===== src/rtl/decode_stage_p.sv =====
// ID stage: field split, 2R/1W register file, immediate sign-extension, ID/EX register with
// valid/ready, flush and load-use bubble. Optional write-through read: define DECODE_BYPASS_EN.
module decode_stage_rd #(
  parameter int DATA_W = 16,
  parameter int RA_W   = 3,
  parameter int NREG   = 8
) (
  input  logic [NREG-1:0][DATA_W-1:0] rf_i,
  input  logic [RA_W-1:0]             addr_i,
  input  logic                        byp_hit_i,
  input  logic [DATA_W-1:0]           byp_data_i,
  output logic [DATA_W-1:0]           data_o
);
  always_comb begin
    data_o = '0;
    if (byp_hit_i)          data_o = byp_data_i;
    else if (addr_i != '0)  data_o = rf_i[addr_i];
  end
endmodule

module decode_stage_p #(
  parameter int                DATA_W   = 16,
  parameter int                INSTR_W  = 16,
  parameter int                PC_W     = 16,
  parameter int                OPC_W    = 3,
  parameter int                RA_W     = 3,
  parameter int                IMM_W    = 7,
  parameter logic [OPC_W-1:0]  LOAD_OPC = 3'b100
) (
  input  logic               clk,
  input  logic               rst_n,
  input  logic               in_valid,
  output logic               in_ready,
  input  logic [INSTR_W-1:0] in_instr,
  input  logic [PC_W-1:0]    in_pc,
  output logic               out_valid,
  input  logic               out_ready,
  output logic [OPC_W-1:0]   out_opcode,
  output logic [RA_W-1:0]    out_rs,
  output logic [RA_W-1:0]    out_rt,
  output logic [RA_W-1:0]    out_rd,
  output logic [DATA_W-1:0]  out_rs_data,
  output logic [DATA_W-1:0]  out_rt_data,
  output logic [DATA_W-1:0]  out_imm,
  output logic [PC_W-1:0]    out_pc,
  input  logic               flush,
  input  logic               wb_we,
  input  logic [RA_W-1:0]    wb_addr,
  input  logic [DATA_W-1:0]  wb_data,
  output logic               hazard
);
  localparam int NREG = 2**RA_W;
  localparam int NRP  = 2;

  generate
    if (RA_W*3 + OPC_W > INSTR_W) begin : g_bad_fields
      $error("decode_stage_p: RA_W*3+OPC_W exceeds INSTR_W");
    end
    if (IMM_W > DATA_W) begin : g_bad_imm
      $error("decode_stage_p: IMM_W exceeds DATA_W");
    end
  endgenerate

  typedef struct packed {
    logic [OPC_W-1:0]  opc;
    logic [RA_W-1:0]   rs;
    logic [RA_W-1:0]   rt;
    logic [RA_W-1:0]   rd;
    logic [DATA_W-1:0] rs_data;
    logic [DATA_W-1:0] rt_data;
    logic [DATA_W-1:0] imm;
    logic [PC_W-1:0]   pc;
  } idex_t;

  logic [NREG-1:0][DATA_W-1:0] rf_q;
  logic [NRP-1:0][RA_W-1:0]    rd_addr;
  logic [NRP-1:0]              byp_hit;
  logic [NRP-1:0][DATA_W-1:0]  rd_data;
  idex_t                       dec, idex_q, idex_d;
  logic                        vld_q, vld_d;
  logic                        adv;

  // Field split: opcode, rs, rt, rd packed MSB-first; immediate from the low bits.
  assign dec.opc = in_instr[INSTR_W-1 -: OPC_W];
  assign dec.rs  = in_instr[INSTR_W-OPC_W-1 -: RA_W];
  assign dec.rt  = in_instr[INSTR_W-OPC_W-RA_W-1 -: RA_W];
  assign dec.rd  = in_instr[INSTR_W-OPC_W-2*RA_W-1 -: RA_W];
  assign dec.imm = {{(DATA_W-IMM_W){in_instr[IMM_W-1]}}, in_instr[IMM_W-1:0]};
  assign dec.pc  = in_pc;
  assign dec.rs_data = rd_data[0];
  assign dec.rt_data = rd_data[1];

  assign rd_addr = {dec.rt, dec.rs};

  genvar p;
  generate
    for (p = 0; p < NRP; p++) begin : g_rp
`ifdef DECODE_BYPASS_EN
      assign byp_hit[p] = wb_we && (wb_addr == rd_addr[p]) && (rd_addr[p] != '0);
`else
      assign byp_hit[p] = 1'b0;
`endif
      decode_stage_rd #(.DATA_W(DATA_W), .RA_W(RA_W), .NREG(NREG)) u_rd (
        .rf_i       (rf_q),
        .addr_i     (rd_addr[p]),
        .byp_hit_i  (byp_hit[p]),
        .byp_data_i (wb_data),
        .data_o     (rd_data[p])
      );
    end
  endgenerate

  // R0 is never written, so it stays at its reset value of zero.
  always_ff @(posedge clk or negedge rst_n) begin
    if (!rst_n) begin
      rf_q <= '0;
    end else if (wb_we && wb_addr != '0) begin
      rf_q[wb_addr] <= wb_data;
    end
  end

  assign hazard = in_valid && vld_q && (idex_q.opc == LOAD_OPC) && (idex_q.rt != '0) &&
                  ((idex_q.rt == dec.rs) || (idex_q.rt == dec.rt));
  assign adv      = ~vld_q | out_ready;
  assign in_ready = adv & ~hazard & ~flush;

  always_comb begin
    vld_d  = vld_q;
    idex_d = idex_q;
    if (flush) begin
      vld_d = 1'b0;
    end else if (adv) begin
      if (hazard) begin
        vld_d = 1'b0;
      end else begin
        vld_d = in_valid;
        if (in_valid) idex_d = dec;
      end
    end
  end

  always_ff @(posedge clk or negedge rst_n) begin
    if (!rst_n) begin
      vld_q  <= 1'b0;
      idex_q <= '0;
    end else begin
      vld_q  <= vld_d;
      idex_q <= idex_d;
    end
  end

  assign out_valid   = vld_q;
  assign out_opcode  = idex_q.opc;
  assign out_rs      = idex_q.rs;
  assign out_rt      = idex_q.rt;
  assign out_rd      = idex_q.rd;
  assign out_rs_data = idex_q.rs_data;
  assign out_rt_data = idex_q.rt_data;
  assign out_imm     = idex_q.imm;
  assign out_pc      = idex_q.pc;
endmodule


===== config.mk =====
export PLATFORM = sky130hd
export DESIGN_NAME = decode_stage_p
export DESIGN_NICKNAME = d
export VERILOG_FILES = /design/src/rtl/decode_stage_p.sv
export SDC_FILE = /design/constraint.sdc
export NUM_CORES = 1
export LEC_CHECK = 0
export BUFFER_PORTS_ARGS = -buffer_cell sky130_fd_sc_hd__buf_2
export CAP_MARGIN = 20
export CORE_ASPECT_RATIO = 0.5
export CORE_UTILIZATION = 60
export CTS_BUF_LIST = sky130_fd_sc_hd__clkbuf_4 sky130_fd_sc_hd__clkbuf_8 sky130_fd_sc_hd__clkbuf_16
export CTS_CLUSTER_DIAMETER = 120
export DETAILED_ROUTE_END_ITERATION = 10
export GPL_ROUTABILITY_DRIVEN = 0
export HOLD_SLACK_MARGIN = 0.02
export MAX_ROUTING_LAYER = met4
export PLACE_DENSITY = 0.84
export SYNTH_ARGS = -nofsm -noshare
export SYNTH_HDL_FRONTEND = slang
export SYNTH_SLANG_ARGS = --single-unit
export TNS_END_PERCENT = 30

===== constraint.sdc =====
create_clock -name clk -period 2.69 [get_ports clk]
set_input_delay 0.269 -clock clk [delete_from_list [all_inputs] [get_ports clk]]
set_output_delay 0.269 -clock clk [all_outputs]
set_load 0.01 [all_outputs]

==> results of run 1 <==
==> sequential cells by signal (all words and copies together) (netlist names) <==
| name | count |
|---|---|
| out_rt | 3 |
| out_rs | 3 |
| out_pc | 16 |
| out_imm | 4 |
| out_rd | 3 |
| out_opcode | 3 |
| out_valid | 1 |
| out_rt_data | 16 |
| out_rs_data | 16 |
| rf_q | 112 |
==> cell usage after synthesis (2+ instances only) <==
| cell | instances | area share [%] |
|---|---|---|
| clkbuf_1 | 13 | 0.55 |
| a22oi_1 | 29 | 2.4 |
| nand4b_1 | 3 | 0.29 |
| o21ai_0 | 32 | 1.8 |
| nor4bb_1 | 2 | 0.22 |
| inv_1 | 2 | 0.084 |
| mux2_2 | 145 | 18 |
| nand3_1 | 2 | 0.11 |
| mux2i_1 | 3 | 0.34 |
| buf_1 | 2 | 0.084 |
| xnor2_1 | 6 | 0.59 |
| nor2_1 | 2 | 0.084 |
| mux4_1 | 2 | 0.59 |
| nand2_1 | 38 | 1.6 |
| buf_2 | 18 | 1.0 |
| a21oi_1 | 5 | 0.28 |
| mux2_4 | 58 | 9.8 |
| buf_12 | 6 | 1.3 |
| nor2b_1 | 3 | 0.21 |
| buf_4 | 15 | 1.3 |
| buf_6 | 3 | 0.38 |
| dfrtp_1 | 177 | 50 |
| nand4_1 | 2 | 0.14 |
| mux4_2 | 30 | 7.6 |
==> layout make-up <==
class                           count  area (µm²)
Antenna cell                        2       5.005
Tap cell                          198       247.7
Timing Repair Buffer              157       899.6
Multi-Input combinational cell    373        4089
Clock inverter                      9       203.9
Inverter                            2       7.507
Sequential cell                   177        4429
Clock buffer                       22       475.5
Fill cell                         924        4110
==> layer usage <==
| layer | vias to the layer above | GRT usage (%) | wire [µm] |
|---|---|---|---|
| met5 | - | - | 0 |
| met4 | 0 | 12.04 | 442 |
| met3 | 42 | 5.903 | 1346 |
| met2 | 244 | 46.50 | 10190 |
| met1 | 2943 | 36.03 | 8583 |
| li1 | 2475 | - | - |
==> worst register-to-register path, delay by kind of cell, from the launching register on <==
| family | cells | cell delay, ns |
|---|---|---|
| compound gates | 1 | 0.08 |
| flops | 1 | 0.45 |
| simple gates | 3 | 1.25 |
| buf+inv | 1 | 0.31 |
| mux | 1 | 0.34 |
==> cells by family (layout without fill, tap and decap cells) <==
logic type / Yosys count / after routing / share of synthesized area [%]
AND/OR/NAND/NOR: 60 / 60 / 3.455
other: 0 / 2 / 0
multiplexers: 238 / 238 / 36.62
flip-flops: 177 / 177 / 49.72
XOR/XNOR: 6 / 6 / 0.5899
buffers and inverters: 59 / 190 / 4.719
AO/OA/AOI/OAI: 69 / 69 / 4.902
==> worst min-delay path by stage <==
| stage | start | end | slack, ns |
|---|---|---|---|
| floorplan | rst_n | out_imm[0] | -0.03 |
| global placement | rst_n | out_pc[14] | 0.28 |
| detailed placement | rst_n | out_pc[10] | 0.28 |
| CTS | in_instr[4] | out_rd[0] | 0.06 |
| global route | in_instr[4] | out_rd[0] | 0.06 |
| finish | in_instr[4] | out_rd[0] | 0.07 |
==> stage by stage <==
stage	instance area [µm²]	instances
3_5_place_dp	9663	906
4_1_cts	10350	938
5_1_grt	10360	940
2_1_floorplan	8909	609
3_3_place_gp	9663	906
6_report	10360	940
==> power by group <==
part	switching (W)	leakage (nW)	total [W]	internal [W]
Sequential	0.000430	2.14	0.00370	0.00327
Combinational	0.000839	2.22	0.00204	0.00120
Clock	0.00103	0.327	0.00285	0.00182
Total	0.00230	4.68	0.00859	0.00629
==> timing repair <==
item                                   in CTS  in global routing
hold buffers                                1                  0
endpoints found under the hold margin      58                  0
setup endpoints to repair                   0                  0
==> results.py, run 1 <==
metrics = {
    "global_routing": {
        "grt_first_pass_wirelength_um": 31970,
        "grt_max_degree": 64,
        "grt_overflow": 0,
        "track_usage_pct": 28.80,
        "antenna_found_initial": 2,
        "grt_pass1_vias": 5894,
    },
    "worst_setup_path": {
        "r2r_slack_ns": 0.14,
        "cp_slowest_cell": "nor2_8",
        "cp_data_arrival_time_ns": 2.87,
        "worst_path_largest_cell_delay_ns": 0.77,
        "cp-start-kind": "flop",
        "path_cells": "or3_1 > nand4_1 > a21oi_4 > nor2_8 > buf_12 > mux2_4",
        "cp_max_fo": 39,
        "cp_num_cells": 6,
        "crit_end": "out_rt[2]",
        "critPathRequiredTime_ns": 3.00,
        "cp-end-kind": "flop",
        "timing.rr.end": "out_rt[2]",
        "path_class": "flop to flop",
        "cp_top_family": "simple AND/OR/NAND/NOR gates",
        "worst-path-buf-inv": 1,
        "crit_path_start": "out_rt[2]",
        "r2r-start": "out_rt[2]",
        "rr_worst_depth": 6,
    },
    "sta": {
        "final.setup_skew_ns": 0.009983,
        "fin_crit_sh_pct": 94.90,
        "setup_slack_ns": 0.1373,
        "hold_viol_final": 0,
        "relSlewSlack_pct": 33.10,
        "holdWs_ns": 0.06795,
        "rsz0062_at_grt": "no",
        "min_period_ns": 2.553,
        "worst_slew_pin_slew_ns": 1.004,
        "finalSetupTns_ns": 0,
        "setup_viol": 0,
        "maxSlewViolCount": 0,
        "fmax_ghz": 0.3917,
    },
    "clock_network": {
        "cts_buffer_depth": 2,
        "cts_setup_buffers": 0,
        "root_buffer": "clkbuf_16",
        "clk_latency_ns": 0.43,
        "cts_buffers": 17,
        "cts_resized": 0,
        "cts.sinks": 177,
        "tritoncts": "yes",
        "htreeDepth": 4,
        "path_clk_slew_ns": 0.07,
    },
    "worst_hold_path": {
        "hold_path_class": "input port to flop",
        "worstHoldPathCells": 2,
    },
    "drt": {
        "routedWlPerCell_um": 21.88,
        "drtIter0Drc": 415,
        "first_pass_iters": 5,
        "final_antenna_net_count": 0,
        "drc": 0,
        "totalWireLength_um": 20570,
        "num_vias": 5704,
        "avgViaCountPerCell": 6.068,
    },
    "yosys": {
        "seq_area_frac_synth_pct": 49.72,
        "yosys_register_bits": 177,
        "synthDistinctLibCells": 35,
        "avgSynthCellArea_um2": 14.63,
        "syn-cell-area_um2": 8909,
        "synthCells": 609,
        "synth-main-ff-cell": "dfrtp_1",
        "synth-edff-count": 0,
        "synth_nets": 666,
        "synthArstFlopShare_pct": 100.0,
        "yosysWarnings": 0,
    },
    "pwr": {
        "power.density_nw_per_um2": 829.3,
        "finalPower_w": 0.008590,
        "ir_drop_mv": 0.5889,
        "leakage_nw": 4.683,
    },
    "floorplan": {
        "die-area_um2": 15370,
        "die_h_um": 88.16,
        "io_pins": 136,
        "start_util_pct": 61.58,
        "placement_rows": 31,
        "die_w_um": 174.3,
        "core-area_um2": 14470,
    },
    "finish": {
        "final_cell_mix": "dfrtp_1, mux2_2, buf_2",
        "final_core_util_pct": 71.59,
        "mostFrequentLayoutCell": "dfrtp_1",
        "finish.net_count": 785,
        "final_layout_size_suffix_gt1_share_pct": 57.57,
        "syn2layout_area_growth_pct": 16.26,
    },
    "place": {
        "hpwl_um": 12310,
        "pre_cts_ws_ns": 0.1304,
        "numPortBuffers": 135,
    },
    "flow_run": {
        "max_cap_violations": 0,
    },
    "outcome": {
        "status": "complete, no violations",
    },
}
Note: power is estimated with default switching activity, not from simulation.
==> inputs of run 2 (changes only) <==
- PLACE_DENSITY: 0.84 -> default
- PLACE_DENSITY_LB_ADDON: default -> 0.05
==> results.py, run 2 (same netlist as run 1, synthesis figures left out) <==
metrics = {
    "outcome": {
        "status": "complete, no violations",
    },
    "clock_network": {
        "path_clk_slew_ns": 0.06,
        "cts_buffer_depth": 2,
        "clk_latency_ns": 0.43,
        "htreeDepth": 4,
        "cts_buffers": 17,
        "tritoncts": "yes",
        "cts.sinks": 177,
        "root_buffer": "clkbuf_16",
        "cts_setup_buffers": 0,
        "cts_resized": 0,
    },
    "sta": {
        "final.setup_skew_ns": 0.01299,
        "setup_slack_ns": 0.6169,
        "hold_viol_final": 0,
        "rsz0062_at_grt": "no",
        "min_period_ns": 2.073,
        "maxSlewViolCount": 0,
        "relSlewSlack_pct": 58.34,
        "fmax_ghz": 0.4824,
        "worst_slew_pin_slew_ns": 0.6249,
        "finalSetupTns_ns": 0,
        "fin_crit_sh_pct": 77.07,
        "setup_viol": 0,
    },
    "worst_setup_path": {
        "cp-end-kind": "output pin",
        "worst-path-buf-inv": 1,
        "cp_max_fo": 6,
        "critPathRequiredTime_ns": 2.42,
        "cp-start-kind": "flop",
        "path_cells": "or3_1 > nand4_1 > a21oi_4 > nor3_1 > buf_2",
        "cp_data_arrival_time_ns": 1.80,
        "cp_slowest_cell": "dfrtp_1",
        "path_class": "flop to output pin",
        "worst_path_largest_cell_delay_ns": 0.44,
        "cp_top_family": "simple AND/OR/NAND/NOR gates",
    },
    "pwr": {
        "ir_drop_mv": 0.5201,
        "leakage_nw": 4.656,
        "intPower_w": 0.005861,
        "finalPower_w": 0.008134,
        "clkPwrFrac_pct": 30.3,
        "p_sw_w": 0.002273,
        "power.density_nw_per_um2": 790.1,
        "switching_share_pct": 27.95,
        "seqPwrFrac_pct": 45.4,
        "p_comb_share_pct": 24.3,
    },
    "finish": {
        "multi_input_area_um2": 4089,
        "largest_register_ffs": 112,
        "final_layout_size_suffix_gt1_share_pct": 57.80,
        "fin_area_um2": 10290,
        "final-seq-area_um2": 4429,
        "final_core_util_pct": 71.16,
        "num_antenna_cells": 0,
        "finish.net_count": 788,
        "largest_register": "rf_q",
        "syn2layout_area_growth_pct": 15.56,
        "final_cell_mix": "dfrtp_1, mux2_2, buf_2",
        "fill_cells": 1000,
        "mostFrequentLayoutCell": "dfrtp_1",
    },
    "place": {
        "pre_cts_ws_ns": 0.6471,
        "numPortBuffers": 135,
        "hpwl_um": 12390,
        "detailed_place.area_um2": 9698,
    },
    "drt": {
        "num_vias": 5560,
        "avgViaCountPerCell": 5.902,
        "final_antenna_net_count": 0,
        "first_pass_iters": 4,
        "drtIter0Drc": 331,
        "routedWlPerCell_um": 20.71,
        "drc": 0,
        "totalWireLength_um": 19510,
    },
    "global_routing": {
        "grt_max_degree": 64,
        "grt_pass1_vias": 5492,
        "track_usage_pct": 28.10,
        "grt_overflow": 0,
        "grt_first_pass_wirelength_um": 31060,
        "antenna_found_initial": 0,
    },
    "floorplan": {
        "die_h_um": 88.16,
        "placement_rows": 31,
        "start_util_pct": 61.58,
        "die_w_um": 174.3,
        "io_pins": 136,
        "core-area_um2": 14470,
        "die-area_um2": 15370,
    },
    "worst_hold_path": {
        "hold_path_class": "input port to flop",
    },
    "flow_run": {
        "max_cap_violations": 0,
    },
}
run 2: final cells by class:
| type | count | area share (%) |
|---|---|---|
| Inverter | 2 | 0.07292 |
| Timing Repair Buffer | 160 | 9.079 |
| Clock inverter | 14 | 1.495 |
| Multi-Input combinational cell | 373 | 39.72 |
| Sequential cell | 177 | 43.02 |
| Tap cell | 198 | 2.406 |
| Clock buffer | 18 | 4.205 |
run 2: through the flow:
step	cells	hold slack (ns)
floorplan	609	-0.02659
global placement	909	0.2930
detailed placement	909	0.2976
CTS	942	0.06478
global route	942	0.06190
finish	942	0.07716
run 2: final timing paths:
check,startpoint,slack [ns],cells past startpoint,to
min reg2reg,out_pc[7],0.51,1,out_pc[7]
max,out_rt[0],0.62,5,in_ready
min in group asynchronous,rst_n,0.40,2,out_pc[12]
min,in_instr[5],0.08,2,out_rd[1]
max in group asynchronous,rst_n,1.40,3,out_rt[2]
max reg2reg,out_rt[0],0.72,6,out_rd[2]
run 2: layer usage:
metal  track usage (%)  share of wire (%)  vias up
met4             6.380               0.48        0
met5                 -                  0        -
li1                  -                  -     2491
met1             38.78                 46     2887
met3             5.946                6.6        8
met2             43.06                 47      174
run 2: power by group through the flow:
stage / clock [W] / sequential, W / combinational [W]
after floorplan: 0 / 0.00374 / 0.00134
after global placement: 0 / 0.00370 / 0.00194
after detailed placement: 0 / 0.00373 / 0.00199
after CTS: 0.00251 / 0.00369 / 0.00200
after global routing: 0.00263 / 0.00378 / 0.00214
final: 0.00246 / 0.00369 / 0.00198
run 2: repair_timing:
item / in CTS / in global routing
endpoints found under the hold margin: 60 / 0
setup endpoints to repair: 0 / 0
hold buffers: 1 / 0
==> inputs of run 3 (changes only) <==
- ABC_AREA: default -> 1
- CORE_UTILIZATION: 60 -> 52
- clock period: 2.69 -> 1.75 ns (I/O delays scaled with it)
==> results.py, run 3 <==
metrics = {
    "drt": {
        "drtIter0Drc": 845,
        "drc": 0,
        "totalWireLength_um": 28900,
        "avgViaCountPerCell": 5.328,
        "final_antenna_net_count": 0,
        "num_vias": 9308,
        "first_pass_iters": 6,
        "routedWlPerCell_um": 16.54,
    },
    "yosys": {
        "synthCells": 1348,
        "yosys.area_share.xor_xnor_pct": 0,
        "synth_top_cell_by_area": "dfrtp_1",
        "yosys_register_bits": 177,
        "yosysWarnings": 0,
        "yosys.area_share.simple_pct": 35.55,
        "synth-main-ff-cell": "dfrtp_1",
        "synth-edff-count": 0,
        "synth_nets": 1405,
        "syn-cell-area_um2": 9373,
        "yosysTopAreaCellShare_pct": 47.26,
        "synth-compound-area-share_pct": 5.981,
        "synth_top_cells_by_count": "nand2_1, dfrtp_1, inv_1",
        "avgSynthCellArea_um2": 6.953,
        "synth_adder_area_share_pct": 0,
        "muxShareOfSynthArea_pct": 0,
        "synthDistinctLibCells": 15,
        "synthArstFlopShare_pct": 100.0,
        "synth_area_leaders": "dfrtp_1, nand2_1, inv_1",
        "synth_top_family_by_area": "simple AND/OR/NAND/NOR gates",
        "yosys.cell_count.top_type": "nand2_1",
        "seq_area_frac_synth_pct": 47.26,
    },
    "worst_setup_path": {
        "cp_slowest_cell": "dfrtp_2",
        "cp_data_arrival_time_ns": 1.61,
        "cp-start-kind": "flop",
        "cp_max_fo": 6,
        "path_cells": "nor3_1 > nor2_1 > nand2_2 > inv_2 > nor3_2 > buf_2",
        "cp-end-kind": "output pin",
        "worst-path-buf-inv": 2,
        "cp_top_family": "simple AND/OR/NAND/NOR gates",
        "worst_path_largest_cell_delay_ns": 0.45,
        "critPathRequiredTime_ns": 1.57,
        "path_class": "flop to output pin",
    },
    "global_routing": {
        "grt_max_degree": 65,
        "grt_overflow": 0,
        "grt_first_pass_wirelength_um": 45660,
        "grt_pass1_vias": 8644,
        "track_usage_pct": 33.12,
        "antenna_found_initial": 0,
    },
    "pwr": {
        "clkPwrFrac_pct": 31.9,
        "intPower_w": 0.008000,
        "leakage_nw": 6.502,
        "p_comb_share_pct": 23.8,
        "switching_share_pct": 32.87,
        "seqPwrFrac_pct": 44.3,
        "p_sw_w": 0.003917,
        "power.density_nw_per_um2": 1038,
        "ir_drop_mv": 0.7894,
    },
    "floorplan": {
        "core-area_um2": 17480,
        "io_pins": 136,
        "die-area_um2": 18600,
        "die_h_um": 96.94,
        "die_w_um": 191.9,
        "start_util_pct": 53.61,
        "placement_rows": 34,
    },
    "finish": {
        "final-seq-area_um2": 4433,
        "fin_area_um2": 11480,
        "finish.net_count": 1557,
        "fill_cells": 1525,
        "largest_register_ffs": 112,
        "num_antenna_cells": 0,
        "mostFrequentLayoutCell": "nand2_1",
        "largest_register": "rf_q",
        "multi_input_area_um2": 3920,
        "stdcell_count": 1747,
        "syn2layout_area_growth_pct": 22.45,
        "final_cell_mix": "nand2_1, dfrtp_1, inv_1",
        "final_layout_size_suffix_gt1_share_pct": 15.80,
    },
    "sta": {
        "maxSlewViolCount": 0,
        "fin_crit_sh_pct": 101.8,
        "setup_viol": 1,
        "finalSetupTns_ns": -0.03196,
        "rsz0062_at_grt": "yes",
        "fmax_ghz": 0.5612,
        "setup_slack_ns": -0.03196,
        "final.setup_skew_ns": 0.01085,
        "min_period_ns": 1.782,
        "worst_slew_pin_slew_ns": 0.4139,
        "relSlewSlack_pct": 72.26,
        "hold_viol_final": 0,
    },
    "clock_network": {
        "tritoncts": "yes",
        "root_buffer": "clkbuf_16",
        "clk_latency_ns": 0.44,
        "cts.sinks": 177,
        "cts_buffers": 17,
        "path_clk_slew_ns": 0.07,
        "cts_buffer_depth": 2,
        "htreeDepth": 4,
    },
    "worst_hold_path": {
        "hold_path_class": "input port to flop",
    },
    "place": {
        "hpwl_um": 19010,
        "detailed_place.area_um2": 10470,
        "numPortBuffers": 135,
        "pre_cts_ws_ns": 0.1375,
        "placedCellCount": 1673,
    },
    "outcome": {
        "violations": "negative setup slack",
        "status": "finished with violations",
    },
    "flow_run": {
        "max_cap_violations": 0,
    },
}
-- run 3: changes by cell type in the layout (fill, tap and decap cells not counted), sizes merged, moves of 29 or more --
cell	before	now
nand3	2	98
mux4	32	0
mux2	203	0
nand4	2	65
a22oi	29	0
o21ai	32	112
nand2	38	629
dlygate4sd3	1	41
inv	6	161
-- run 3: cells by family (layout without fill, tap and decap cells) --
group           Yosys count  count (layout)
compound gates          112             112
buf+inv                 253             418
flops                   177             177
simple gates            806             806
-- run 3: path summary, 6_finish.rpt --
| check | cells past startpoint | to | slack, ns | startpoint |
|---|---|---|---|---|
| worst max-delay path | 6 | in_ready | -0.03 | out_rt[0] |
| worst max register to register | 7 | out_rs_data[11] | 0.15 | out_rt[0] |
| max in group asynchronous | 3 | rf_q[76] | 0.97 | rst_n |
| min in group asynchronous | 2 | rf_q[127] | 0.14 | rst_n |
| worst min-delay path | 3 | out_pc[2] | 0.04 | in_pc[2] |
| worst min register to register | 2 | out_rs_data[9] | 0.46 | out_rs_data[9] |
-- run 3: layout make-up --
class | instances | share of cell area [%]
Sequential cell | 177 | 38.62
Multi-Input combinational cell | 918 | 34.15
Timing Repair Buffer | 228 | 14.48
Inverter | 158 | 5.167
Clock buffer | 21 | 4.132
Tap cell | 234 | 2.551
Clock inverter | 11 | 0.8939
-- run 3: through the flow --
step	power [W]	util (%)	hold slack, ns
final	0.01192	65.64	0.03771
after global routing	0.01259	65.64	0.04605
after CTS	0.01192	65.59	0.02713
after detailed placement	0.008060	59.87	0.03088
after global placement	0.007990	59.87	0.02545
after floorplan	0.006990	-	-0.1206
-- run 3: timing repair --
| item | CTS | global route |
|---|---|---|
| gates resized for setup | 3 | 5 |
| hold endpoints to repair | 217 | 0 |
| setup buffers | 1 | 0 |
| endpoints found under the setup margin | 2 | 18 |
| cloned | 0 | 0 |
| hold buffers | 41 | 0 |
-- run 3: per-layer routing --
| metal | GRT usage, % | vias up | wire length [µm] |
|---|---|---|---|
| li1 | - | 4476 | - |
| met1 | 45.95 | 4315 | 12700 |
| met2 | 47.96 | 462 | 12520 |
| met3 | 7.039 | 55 | 3037 |
| met4 | 11.48 | 0 | 646 |
| met5 | - | - | 0 |
-- run 3: power groups by stage --
| stage | registers [W] | clock network [W] | logic (W) |
|---|---|---|---|
| after floorplan | 0.00539 | 0 | 0.00160 |
| after global placement | 0.00533 | 0 | 0.00266 |
| after detailed placement | 0.00534 | 0 | 0.00272 |
| after CTS | 0.00527 | 0.00384 | 0.00281 |
| after global routing | 0.00537 | 0.00400 | 0.00322 |
| final | 0.00528 | 0.00381 | 0.00283 |
-- run 3: tightest hold or removal path: stages --
cell     delay [ns]
buf_2          0.12
nand4_1        0.09
nand2_1        0.06
